### config.mk
export PLATFORM = sky130hd
export DESIGN_NAME = reg_dump_tx
export DESIGN_NICKNAME = d
export VERILOG_FILES = /design/src/rtl/reg_dump_tx.sv
export SDC_FILE = /design/constraint.sdc
export NUM_CORES = 1
export LEC_CHECK = 0
export BUFFER_PORTS_ARGS = -buffer_cell sky130_fd_sc_hd__buf_2
export CAP_MARGIN = 25
export CORE_MARGIN = 3
export CORE_UTILIZATION = 62
export DETAILED_ROUTE_END_ITERATION = 12
export GPL_ROUTABILITY_DRIVEN = 0
export GPL_TIMING_DRIVEN = 0
export PLACE_DENSITY = 0.83
export SYNTH_ARGS = -nofsm -noshare
export SYNTH_HDL_FRONTEND = slang
export SYNTH_SLANG_ARGS = --single-unit
### constraint.sdc
create_clock -name clk -period 4.1 [get_ports clk]
set_clock_uncertainty 0.15 [all_clocks]
set_input_delay 1.025 -clock clk [delete_from_list [all_inputs] [get_ports clk]]
set_output_delay 1.025 -clock clk [all_outputs]
set_load 0.02 [all_outputs]
### src/rtl/reg_dump_tx.sv
// reg_dump_tx: streams a snapshot of debug registers R0..R3 out of a UART 8N1 line
//
// Build option: define REG_DUMP_HEADER_EN to send sync byte 0xA5 ahead of R0
// (5 frames per dump instead of 4).
//
// Parameters:
//   CLKS_PER_BIT  clock cycles per UART bit (4..65535)
// Ports:
//   clk           clock, all state changes on the rising edge
//   rst_n         asynchronous active-low reset
//   start         one-cycle dump request, accepted only in IDLE
//   r0_in..r3_in  register values, captured when a dump is accepted
//   tx            serial output, idle high
//   busy          high from the snapshot until the last stop bit completes
//   done          one-cycle pulse at the end of a dump
module reg_dump_tx #(
    parameter int unsigned CLKS_PER_BIT = 868
) (
    input  logic       clk,
    input  logic       rst_n,
    input  logic       start,
    input  logic [7:0] r0_in,
    input  logic [7:0] r1_in,
    input  logic [7:0] r2_in,
    input  logic [7:0] r3_in,
    output logic       tx,
    output logic       busy,
    output logic       done
);
    localparam logic [2:0] IDLE      = 3'd0;
    localparam logic [2:0] START_BIT = 3'd1;
    localparam logic [2:0] DATA_BITS = 3'd2;
    localparam logic [2:0] STOP_BIT  = 3'd3;
    localparam logic [2:0] FINISH    = 3'd4;
    localparam logic [15:0] BAUD_MAX = 16'(CLKS_PER_BIT - 1);
`ifdef REG_DUMP_HEADER_EN
    localparam int BYTE_W = 3;
    localparam logic [BYTE_W-1:0] LAST_BYTE = BYTE_W'(4);
`else
    localparam int BYTE_W = 2;
    localparam logic [BYTE_W-1:0] LAST_BYTE = BYTE_W'(3);
`endif
    logic [2:0]        state_q, state_d;
    logic [15:0]       baud_q, baud_d;
    logic [2:0]        bit_q, bit_d;
    logic [BYTE_W-1:0] byte_q, byte_d;
    logic [31:0]       hold_q, hold_d;
    logic              tx_q, tx_d;
    logic              busy_q, busy_d;
    logic              done_q, done_d;
    logic [7:0]        cur_byte;
    logic              bit_end;
    assign bit_end = baud_q == 16'd0;
`ifdef REG_DUMP_HEADER_EN
    logic [1:0] rsel;
    // Frame 0 is the sync byte, so register frames are offset by one.
    assign rsel     = 2'(byte_q - BYTE_W'(1));
    assign cur_byte = (byte_q == '0) ? 8'hA5 : hold_q[{rsel, 3'b000} +: 8];
`else
    assign cur_byte = hold_q[{byte_q, 3'b000} +: 8];
`endif
    // The tx register is loaded with the level of the bit being entered, so
    // the line changes exactly on bit boundaries with no combinational path.
    always_comb begin
        state_d = state_q;
        baud_d  = baud_q;
        bit_d   = bit_q;
        byte_d  = byte_q;
        hold_d  = hold_q;
        tx_d    = tx_q;
        busy_d  = busy_q;
        done_d  = 1'b0;
        case (state_q)
            IDLE: begin
                if (start) begin
                    state_d = START_BIT;
                    baud_d  = BAUD_MAX;
                    bit_d   = 3'd0;
                    byte_d  = '0;
                    hold_d  = {r3_in, r2_in, r1_in, r0_in};
                    tx_d    = 1'b0;
                    busy_d  = 1'b1;
                end
            end
            START_BIT: begin
                if (bit_end) begin
                    state_d = DATA_BITS;
                    baud_d  = BAUD_MAX;
                    bit_d   = 3'd0;
                    tx_d    = cur_byte[0];
                end else begin
                    baud_d = baud_q - 16'd1;
                end
            end
            DATA_BITS: begin
                if (bit_end) begin
                    baud_d = BAUD_MAX;
                    if (bit_q == 3'd7) begin
                        state_d = STOP_BIT;
                        tx_d    = 1'b1;
                    end else begin
                        bit_d = bit_q + 3'd1;
                        tx_d  = cur_byte[bit_q + 3'd1];
                    end
                end else begin
                    baud_d = baud_q - 16'd1;
                end
            end
            STOP_BIT: begin
                if (bit_end) begin
                    if (byte_q == LAST_BYTE) begin
                        state_d = FINISH;
                        busy_d  = 1'b0;
                        done_d  = 1'b1;
                    end else begin
                        // Next frame's start bit follows immediately.
                        state_d = START_BIT;
                        baud_d  = BAUD_MAX;
                        byte_d  = byte_q + BYTE_W'(1);
                        tx_d    = 1'b0;
                    end
                end else begin
                    baud_d = baud_q - 16'd1;
                end
            end
            FINISH: begin
                state_d = IDLE;
                byte_d  = '0;
                bit_d   = 3'd0;
            end
            default: begin
                state_d = IDLE;
                tx_d    = 1'b1;
                busy_d  = 1'b0;
            end
        endcase
    end
    always_ff @(posedge clk or negedge rst_n) begin
        if (!rst_n) begin
            state_q <= IDLE;
            baud_q  <= '0;
            bit_q   <= '0;
            byte_q  <= '0;
            hold_q  <= '0;
            tx_q    <= 1'b1;
            busy_q  <= 1'b0;
            done_q  <= 1'b0;
        end else begin
            state_q <= state_d;
            baud_q  <= baud_d;
            bit_q   <= bit_d;
            byte_q  <= byte_d;
            hold_q  <= hold_d;
            tx_q    <= tx_d;
            busy_q  <= busy_d;
            done_q  <= done_d;
        end
    end
    assign tx   = tx_q;
    assign busy = busy_q;
    assign done = done_q;
endmodule

==> results of run 1 <==
metrics by stage:
| stage | hold WS, ns | std cells |
|---|---|---|
| 3_5_place_dp | 0.342 | 369 |
| 4_1_cts | 0.358 | 385 |
| 3_3_place_gp | 0.315 | 368 |
| 6_report | 0.357 | 385 |
| 5_1_grt | 0.363 | 385 |
| 2_1_floorplan | 0.303 | 266 |
worst paths after layout:
| check | endpoint | depth (start not counted) | from | slack [ns] |
|---|---|---|---|---|
| worst min register to register | hold_q[9]$_DFFE_PN0P_ | 1 | hold_q[9]$_DFFE_PN0P_ | 0.36 |
| max in group asynchronous | tx$_DFFE_PN1P_ | 2 | rst_n | 2.69 |
| worst max register to register | tx$_DFFE_PN1P_ | 7 | bit_q[0]$_DFFE_PN0P_ | 1.40 |
| worst max-delay path | tx$_DFFE_PN1P_ | 7 | bit_q[0]$_DFFE_PN0P_ | 1.40 |
| min in group asynchronous | baud_q[2]$_DFFE_PN0P_ | 1 | rst_n | 0.48 |
| worst min-delay path | hold_q[9]$_DFFE_PN0P_ | 1 | hold_q[9]$_DFFE_PN0P_ | 0.36 |
synthesized netlist by cell type, drive strengths merged, types with 5 or more instances:
cell type | instances | area share [%]
a21oi | 11 | 1.8
o21ai | 20 | 3.3
buf | 5 | 1.0
nor2 | 15 | 1.9
or3 | 9 | 2.0
or4 | 5 | 1.2
nor3 | 6 | 0.99
clkbuf | 7 | 0.87
nand2 | 13 | 1.6
dfrtp | 58 | 48
inv | 11 | 1.4
mux4 | 5 | 3.7
mux2 | 36 | 13
power by group through the flow:
| stage | clock, uW | combinational (uW) | sequential, uW |
|---|---|---|---|
| after floorplan | 0 | 457 | 877 |
| after global placement | 0 | 562 | 899 |
| after detailed placement | 0 | 578 | 913 |
| after CTS | 666 | 583 | 903 |
| after global routing | 698 | 639 | 932 |
| final | 667 | 581 | 905 |
per-layer routing:
layer  global-route usage, %  routed length (um)  vias up  share of wire, %
li1                        -                   -     1080                 -
met1                    32.5                2980     1098                48
met2                    35.1                2820       59                45
met3                    5.56                 339       12               5.4
met4                    9.42                 102        0               1.6
met5                       0                   0        -                 0
cells by family after synthesis:
group | Yosys count | synth area share, %
mux | 45 | 18.4
fa+ha+maj | 4 | 1.65
buf+inv | 23 | 3.26
compound gates | 55 | 11.5
flops | 59 | 48.7
xor+xnor | 4 | 1.15
simple gates | 76 | 15.4
layout make-up:
type                       instances  share of cell area [%]
clock buffer                      10                    3.85
timing repair buffer              38                    5.75
inverter                          11                    1.16
buffer                            12                    1.61
multi-input combinational        184                    40.9
clock inverter                     6                    3.12
tap                               65                    2.28
sequential                        59                    41.4
state kept, by name, summed over array words and instances (netlist names):
name / count
hold_q: 32
baud_q: 16
bit_q: 3
state_q: 3
byte_q: 2
busy: 1
done: 1
tx: 1
==> results.md, run 1 <==
- Commonest non-fill, non-tap cell in the layout: dfrtp_1
- Netlist cell types: 50
- Post-DRT Antenna Nets: 0
- DP Area: 3320 um^2
- Initial DRC Count: 173
- Flop pwr share: 42.0%
- Crit-path max cell delay: 0.46 ns
- Io pins: 38
- Worst Hold Class: register to register
- Worst path buffer plus inverter count: 1
- Final setup viols: 0
- Status: completed
- Total track usage: 23.2%
- Sum Neg Setup Slack: 0 ns
- Final setup margin: 1.40 ns
- Vias post-DR: 2249
- Final hold violations: 0
- Fill count: 276
- Tcrit/Tclk final: 65.9%
- Crit path capture type: register
- Fmax achieved: 370 MHz
- Die height: 76.0 um
- Worst Setup Start Kind: register
- Layout Nets: 354
- Initial antenna violation count: 0
- Switch share: 29.4%
- Register Area: 1480 um^2
- TritonRoute pass-1 iters: 5
- Overall power: 2150 uW
- Pwr/cell area: 603 nW/um^2
- CTS tree: done
- Post-synth EDFFs: 0
- Yosys Warn Count: 0
- Internal cell power: 1520 uW
- Gr ovfl total: 0
- Dpl ws: 1.39 ns
- Clock transition at the registers of the reported paths: 0.07 ns
- Vias in the first global route: 2254
- Clk pwr share: 31.0%
- Row cnt: 24
- HPWL Detailed: 4440 um
- Pins Over Slew Limit: 0
- DRC Markers: 0
- Syn_nets: 305
- Cells after Synth: 266
- Combinational power share: 27.0%
- Final Critical Period: 2.70 ns
- Via density per instance: 5.84
- Avg WL per Cell: 16.2 um
- Setup Buffers After CTS: 0
- Fraction of registers with async set/reset: 100%
- Starting Density: 66.9%
- Slew HR: 66.6%
- Post-synthesis register bit count: 59
- CP delay by family, top: multiplexers
- Crit-path most repeated cell: nand4_1
- Synth Flop Type: dfrtp_1
- Diode count: 0
- Worst EP arrival: 2.83 ns
- CTS Buf Count: 9
- Skew-Pair Late Insertion Delay: 0.35 ns
- Count of hold-fix buffers inserted at cts: 0
- Peak VDD IR: 0.418 mV
- Share of layout cells above drive strength 1: 34.7%
- Cells along the critical path: ha_1, clkbuf_1, mux4_2, or3b_2, nand4_1, nand4_1, mux2_2
- Post-Layout Inst Area: 3570 um^2
- Max Root-Sink Buffers: 2
- I/O Buffers: 37
- CP max-delay cell: dfrtp_1
- CTS H-Tree Depth: 3
- Worst slew pin tran: 0.501 ns
- Max FO, Critical Path: 10
- Leakage: 0.00152 uW
- Die Span X: 76.0 um
- Placeable Area: 4530 um^2
- Routed WL: 6250 um
- Net Sw Power: 633 uW
- Mean Syn Cell Area: 11.4 um^2
- Root buf cell: clkbuf_8
- Area Growth Syn to Fin: 17.6%
- RSZ-0062 raised after global routing: false
- Register area share after synthesis: 48.7%
- Worst path required time: 4.23 ns
- # resized after CTS: 0
- First-pass GRT wire length: 10600 um
- Pin count of the biggest net entering global routing: 40
- Post-synthesis cell area: 3040 um^2
- Multi-input gate area: 1460 um^2
- Max Cap Viol: 0
- Final core occ: 78.8%
- Clk sinks: 59
- Area of the die: 5770 um^2
- Most frequent cells in the layout: dfrtp_1, buf_2, mux2_2, o21ai_0, nor2_1
- Setup Crit Path Kind: register to register
(Power assumes the default switching activity.)
==> run 2: changes to the inputs <==
- CORE_UTILIZATION: 62 -> 58
- PLACE_DENSITY: 0.83 -> 0.79
- clock period: 4.1 -> 2.5 ns (I/O delays scaled with it)
==> run 2 against run 1 <==
  * Die area is 6.3% higher
  * Clock power is 21% higher
  * Fmax is 9.2% higher
  * Global-route usage is 0.53 points lower
  * Wire length is 1.9% higher
  * Critical path depth is 1 higher
  * Sequential power is 65% higher
  * Largest power group unchanged
  * Register-to-register slack worse by 1.4 ns
  * Cell area is 0.35% higher
  * Critical path type unchanged
  * Utilization is 5.3 points lower
==> results.md, run 2 (synthesized netlist as in run 1, its figures left out) <==
- Clock transition at the registers of the reported paths: 0.07 ns
- Die Span X: 78.3 um
- Setup Crit Path Kind: register to register
- Peak VDD IR: 0.552 mV
- Starting Density: 62.2%
- Vias in the first global route: 2159
- Most frequent cells in the layout: dfrtp_1, buf_2, mux2_2, o21ai_0, nor2_1
- Biggest regs: hold_q: 32 flops, baud_q: 16 flops
- First-pass GRT wire length: 10700 um
- Cells along the critical path: inv_1, ha_4, nor3b_4, nand4_2, or3_4, and3_1, buf_6, or3b_1
- Total track usage: 22.7%
- Final core occ: 73.4%
- Tcrit/Tclk final: 99.0%
- Cell total after placement: 371
- CTS H-Tree Depth: 3
- Max FFs per register: 32
- Pin count of the biggest net entering global routing: 37
- Io pins: 38
- Final Non-Filler Cells: 391
- CP delay by family, top: simple AND/OR/NAND/NOR gates
- Final setup viols: 0
- Worst Hold Class: input port to async pin
- Initial DRC Count: 175
- CP max-delay cell: dfrtp_1
- Dpl ws: -0.155 ns
- Final hold violations: 0
- Diode count: 0
- Max Cap Viol: 0
- CTS tree: done
- Final Critical Period: 2.47 ns
- Routed WL: 6360 um
- Commonest non-fill, non-tap cell in the layout: dfrtp_1
- Placeable Area: 4880 um^2
- Initial antenna violation count: 0
- Row cnt: 25
- Clk sinks: 59
- Worst slew pin tran: 0.569 ns
- Count of hold-fix buffers inserted at cts: 0
- Root buf cell: clkbuf_8
- Crit path capture type: register
- Vias post-DR: 2300
- Final setup margin: 0.0250 ns
- Layout Nets: 358
- Gr ovfl total: 0
- Avg WL per Cell: 16.3 um
- Fmax achieved: 404 MHz
- CTS Buf Count: 9
- Status: completed
- HPWL Detailed: 4430 um
- Crit-path max cell delay: 0.42 ns
- Skew-Pair Late Insertion Delay: 0.34 ns
- Worst Setup Start Kind: register
- Share of layout cells above drive strength 1: 37.3%
- DRC Markers: 0
- Worst path required time: 2.57 ns
- Post-DRT Antenna Nets: 0
- Die height: 78.3 um
- Worst path buffer plus inverter count: 2
- Pwr/cell area: 926 nW/um^2
- Worst EP arrival: 2.55 ns
- Area of the die: 6140 um^2
- Largest Register: hold_q
- I/O Buffers: 37
- Max FO, Critical Path: 9
- Via density per instance: 5.88
- Area Growth Syn to Fin: 18.1%
- TritonRoute pass-1 iters: 4
- Fill count: 376
- Overall power: 3320 uW
- Pins Over Slew Limit: 0
- Leakage: 0.00152 uW
- Slew HR: 62.1%
- Max Root-Sink Buffers: 2
run 2: cell type report:
class | instances | area (um^2) | share of cell area, %
buffer | 10 | 50.0 | 1.40
clock buffer | 10 | 138 | 3.84
clock inverter | 6 | 47.5 | 1.33
inverter | 11 | 41.3 | 1.15
multi-input combinational | 184 | 1500 | 41.7
sequential | 59 | 1480 | 41.2
tap | 67 | 83.8 | 2.34
timing repair buffer | 44 | 250 | 6.98
run 2: report_power, final:
part           switching (uW)  internal (uW)  leakage [uW]  total, uW
combinational             457            566      0.000710       1020
sequential                208           1280      0.000712       1490
clock                     410            396     0.0000937        806
total                    1080           2240       0.00152       3320
run 2: timing repair:
| action | in CTS | in global routing |
|---|---|---|
| endpoints found under the setup margin | 2 | 11 |
| gates resized for setup | 2 | 5 |
| endpoints found under the hold margin | 0 | 0 |
| buffers inserted | 3 | 3 |
| pin swaps | 0 | 1 |
run 2: worst paths after layout:
check	endpoint	start	slack, ns	cells after the start
max	baud_q[5]$_DFFE_PN0P_	baud_q[0]$_DFFE_PN0P_	0.03	8
min	baud_q[3]$_DFFE_PN0P_	rst_n	0.13	1
max reg2reg	baud_q[5]$_DFFE_PN0P_	baud_q[0]$_DFFE_PN0P_	0.03	8
min reg2reg	bit_q[2]$_DFFE_PN0P_	bit_q[2]$_DFFE_PN0P_	0.35	2
max in group asynchronous	bit_q[1]$_DFFE_PN0P_	rst_n	1.50	2
min in group clk	bit_q[2]$_DFFE_PN0P_	bit_q[2]$_DFFE_PN0P_	0.35	2
run 2: stage by stage:
stage / instance area, um^2 / hold slack (ns) / TNS, ns
finish: 3580 / 0.126 / 0
floorplan: 3040 / 0.179 / 0
CTS: 3540 / 0.126 / 0
global route: 3580 / 0.149 / -0.0454
detailed placement: 3320 / 0.333 / -0.239
global placement: 3300 / 0.318 / -0.204
run 2: layer usage:
layer  wire [um]  global-route usage [%]
met3         331                    6.65
met5           0                       0
met1        2980                    32.3
met2        2920                    32.4
met4         128                    9.44
==> run 3: changes to the inputs <==
- CORE_UTILIZATION: 58 -> 45
- PLACE_DENSITY: 0.79 -> 0.63
==> run 3 against run 2 <==
  * Global-route usage fell by 3.9 points
  * Via count fell by 3.3%
  * Highest routed layer unchanged
  * Largest cell class unchanged
  * Flip-flop and latch count did not move
  * Sequential power barely moved
  * Critical path depth did not move
  * Combinational power barely moved
  * Die area rose by 27%
  * Non-clock buffer count fell by 3
  * Utilization fell by 17 points
  * Clock power rose by 34%
==> results.md, run 3 (synthesized netlist as in run 1, its figures left out) <==
- Status: completed
- Count of hold-fix buffers inserted at cts: 0
- Sum Neg Setup Slack: 0 ns
- Pin count of the biggest net entering global routing: 35
- Biggest regs: hold_q: 32 flops, baud_q: 16 flops
- Commonest non-fill, non-tap cell in the layout: dfrtp_1
- Area of the die: 7770 um^2
- Avg WL per Cell: 16.0 um
- Final Critical Period: 2.36 ns
- Tcrit/Tclk final: 94.3%
- CTS Buf Count: 9
- Worst path required time: 2.57 ns
- Pwr/cell area: 977 nW/um^2
- Max Cap Viol: 0
- Root buf cell: clkbuf_8
- Max FFs per register: 32
- Total track usage: 18.7%
- Die height: 88.1 um
- DP Area: 3340 um^2
- RSZ-0062 raised after global routing: false
- CTS H-Tree Depth: 3
- HPWL Detailed: 4790 um
- Setup Crit Path Kind: register to register
- Routed WL: 6370 um
- Initial DRC Count: 72
- Worst EP arrival: 2.43 ns
- Leakage: 0.00153 uW
- Final setup viols: 0
- Pins Over Slew Limit: 0
- Hold WS: 0.137 ns
- Largest Register: hold_q
- Most frequent cells in the layout: dfrtp_1, buf_2, mux2_2, o21ai_0, nor2_1
- Worst slew pin tran: 0.602 ns
- Post-DRT Antenna Nets: 0
- Peak VDD IR: 0.589 mV
- Row cnt: 29
- TritonRoute pass-1 iters: 4
- Crit path capture type: register
- Slew HR: 59.9%
- Vias in the first global route: 2308
- Clk sinks: 59
- Layout Nets: 355
- Skew-Pair Late Insertion Delay: 0.34 ns
- Initial antenna violation count: 0
- Io pins: 38
- DRC Markers: 0
- Share of layout cells above drive strength 1: 37.1%
- Placeable Area: 6460 um^2
- Post-Layout Inst Area: 3640 um^2
- Final hold violations: 0
- Area Growth Syn to Fin: 19.8%
- Worst Setup Start Kind: register
- Worst Hold Class: input port to async pin
- First-pass GRT wire length: 11000 um
- Vias post-DR: 2223
- Fmax achieved: 424 MHz
- I/O Buffers: 37
- Clock transition at the registers of the reported paths: 0.07 ns
- Diode count: 0
- Die Span X: 88.1 um
- Overall power: 3560 uW
- Max FO, Critical Path: 9
- Max Root-Sink Buffers: 2
- CTS tree: done
- Gr ovfl total: 0
- Via density per instance: 5.59
- Starting Density: 47.0%
==> run 3: per-layer routing <==
| metal | part of all wire [%] | up-vias | global-route usage, % |
|---|---|---|---|
| li1 | - | 1087 | - |
| met1 | 47 | 1089 | 24.7 |
| met2 | 48 | 36 | 29.2 |
| met3 | 3.5 | 11 | 4.42 |
| met4 | 2.2 | 0 | 8.65 |
| met5 | 0 | - | 0 |
==> run 3: final timing paths <==
check	start	cells after the start	endpoint	slack [ns]
setup / recovery	baud_q[0]$_DFFE_PN0P_	8	baud_q[5]$_DFFE_PN0P_	0.14
hold / removal	rst_n	1	baud_q[5]$_DFFE_PN0P_	0.14
setup reg to reg	baud_q[0]$_DFFE_PN0P_	8	baud_q[5]$_DFFE_PN0P_	0.14
hold reg to reg	bit_q[2]$_DFFE_PN0P_	2	bit_q[2]$_DFFE_PN0P_	0.34
max in group asynchronous	rst_n	2	byte_q[1]$_DFFE_PN0P_	1.48
min in group clk	bit_q[2]$_DFFE_PN0P_	2	bit_q[2]$_DFFE_PN0P_	0.34
==> run 3: critical path: stages (launching register included) <==
cell     delay, ns
dfrtp_1       0.42
inv_2         0.09
ha_4          0.14
nor3b_4       0.24
nand4_2       0.16
or3_4         0.37
and3_1        0.16
buf_6         0.14
or3b_1        0.37
==> run 3: timing repair <==
action	4_1_cts	5_1_grt
buffers inserted	2	1
setup endpoints to repair	2	5
resized for setup	2	7
pin swaps	0	1
==> run 3: layout make-up <==
type                    instances  area [um^2]
multi-input cells             184         1500
fillers                       582         2820
well taps                      77         96.3
inverters                      11         41.3
flip-flops and latches         59         1480
clock buffers                  10          138
repair buffers                 41          228
plain buffers                  10         50.0
clock inverters                 6          111
==> run 3: power by group <==
group	internal (uW)	total, uW	switching [uW]
Combinational	546	990	444
Clock	691	1080	390
Sequential	1280	1480	205
==> run 3: through the flow <==
stage	cells	util [%]	setup WS (ns)
6_report	398	56.3	0.142
3_5_place_dp	381	51.7	-0.193
5_1_grt	398	56.3	0.00430
4_1_cts	398	55.8	0.00230
3_3_place_gp	380	51.4	-0.181
2_1_floorplan	266	-	0.147
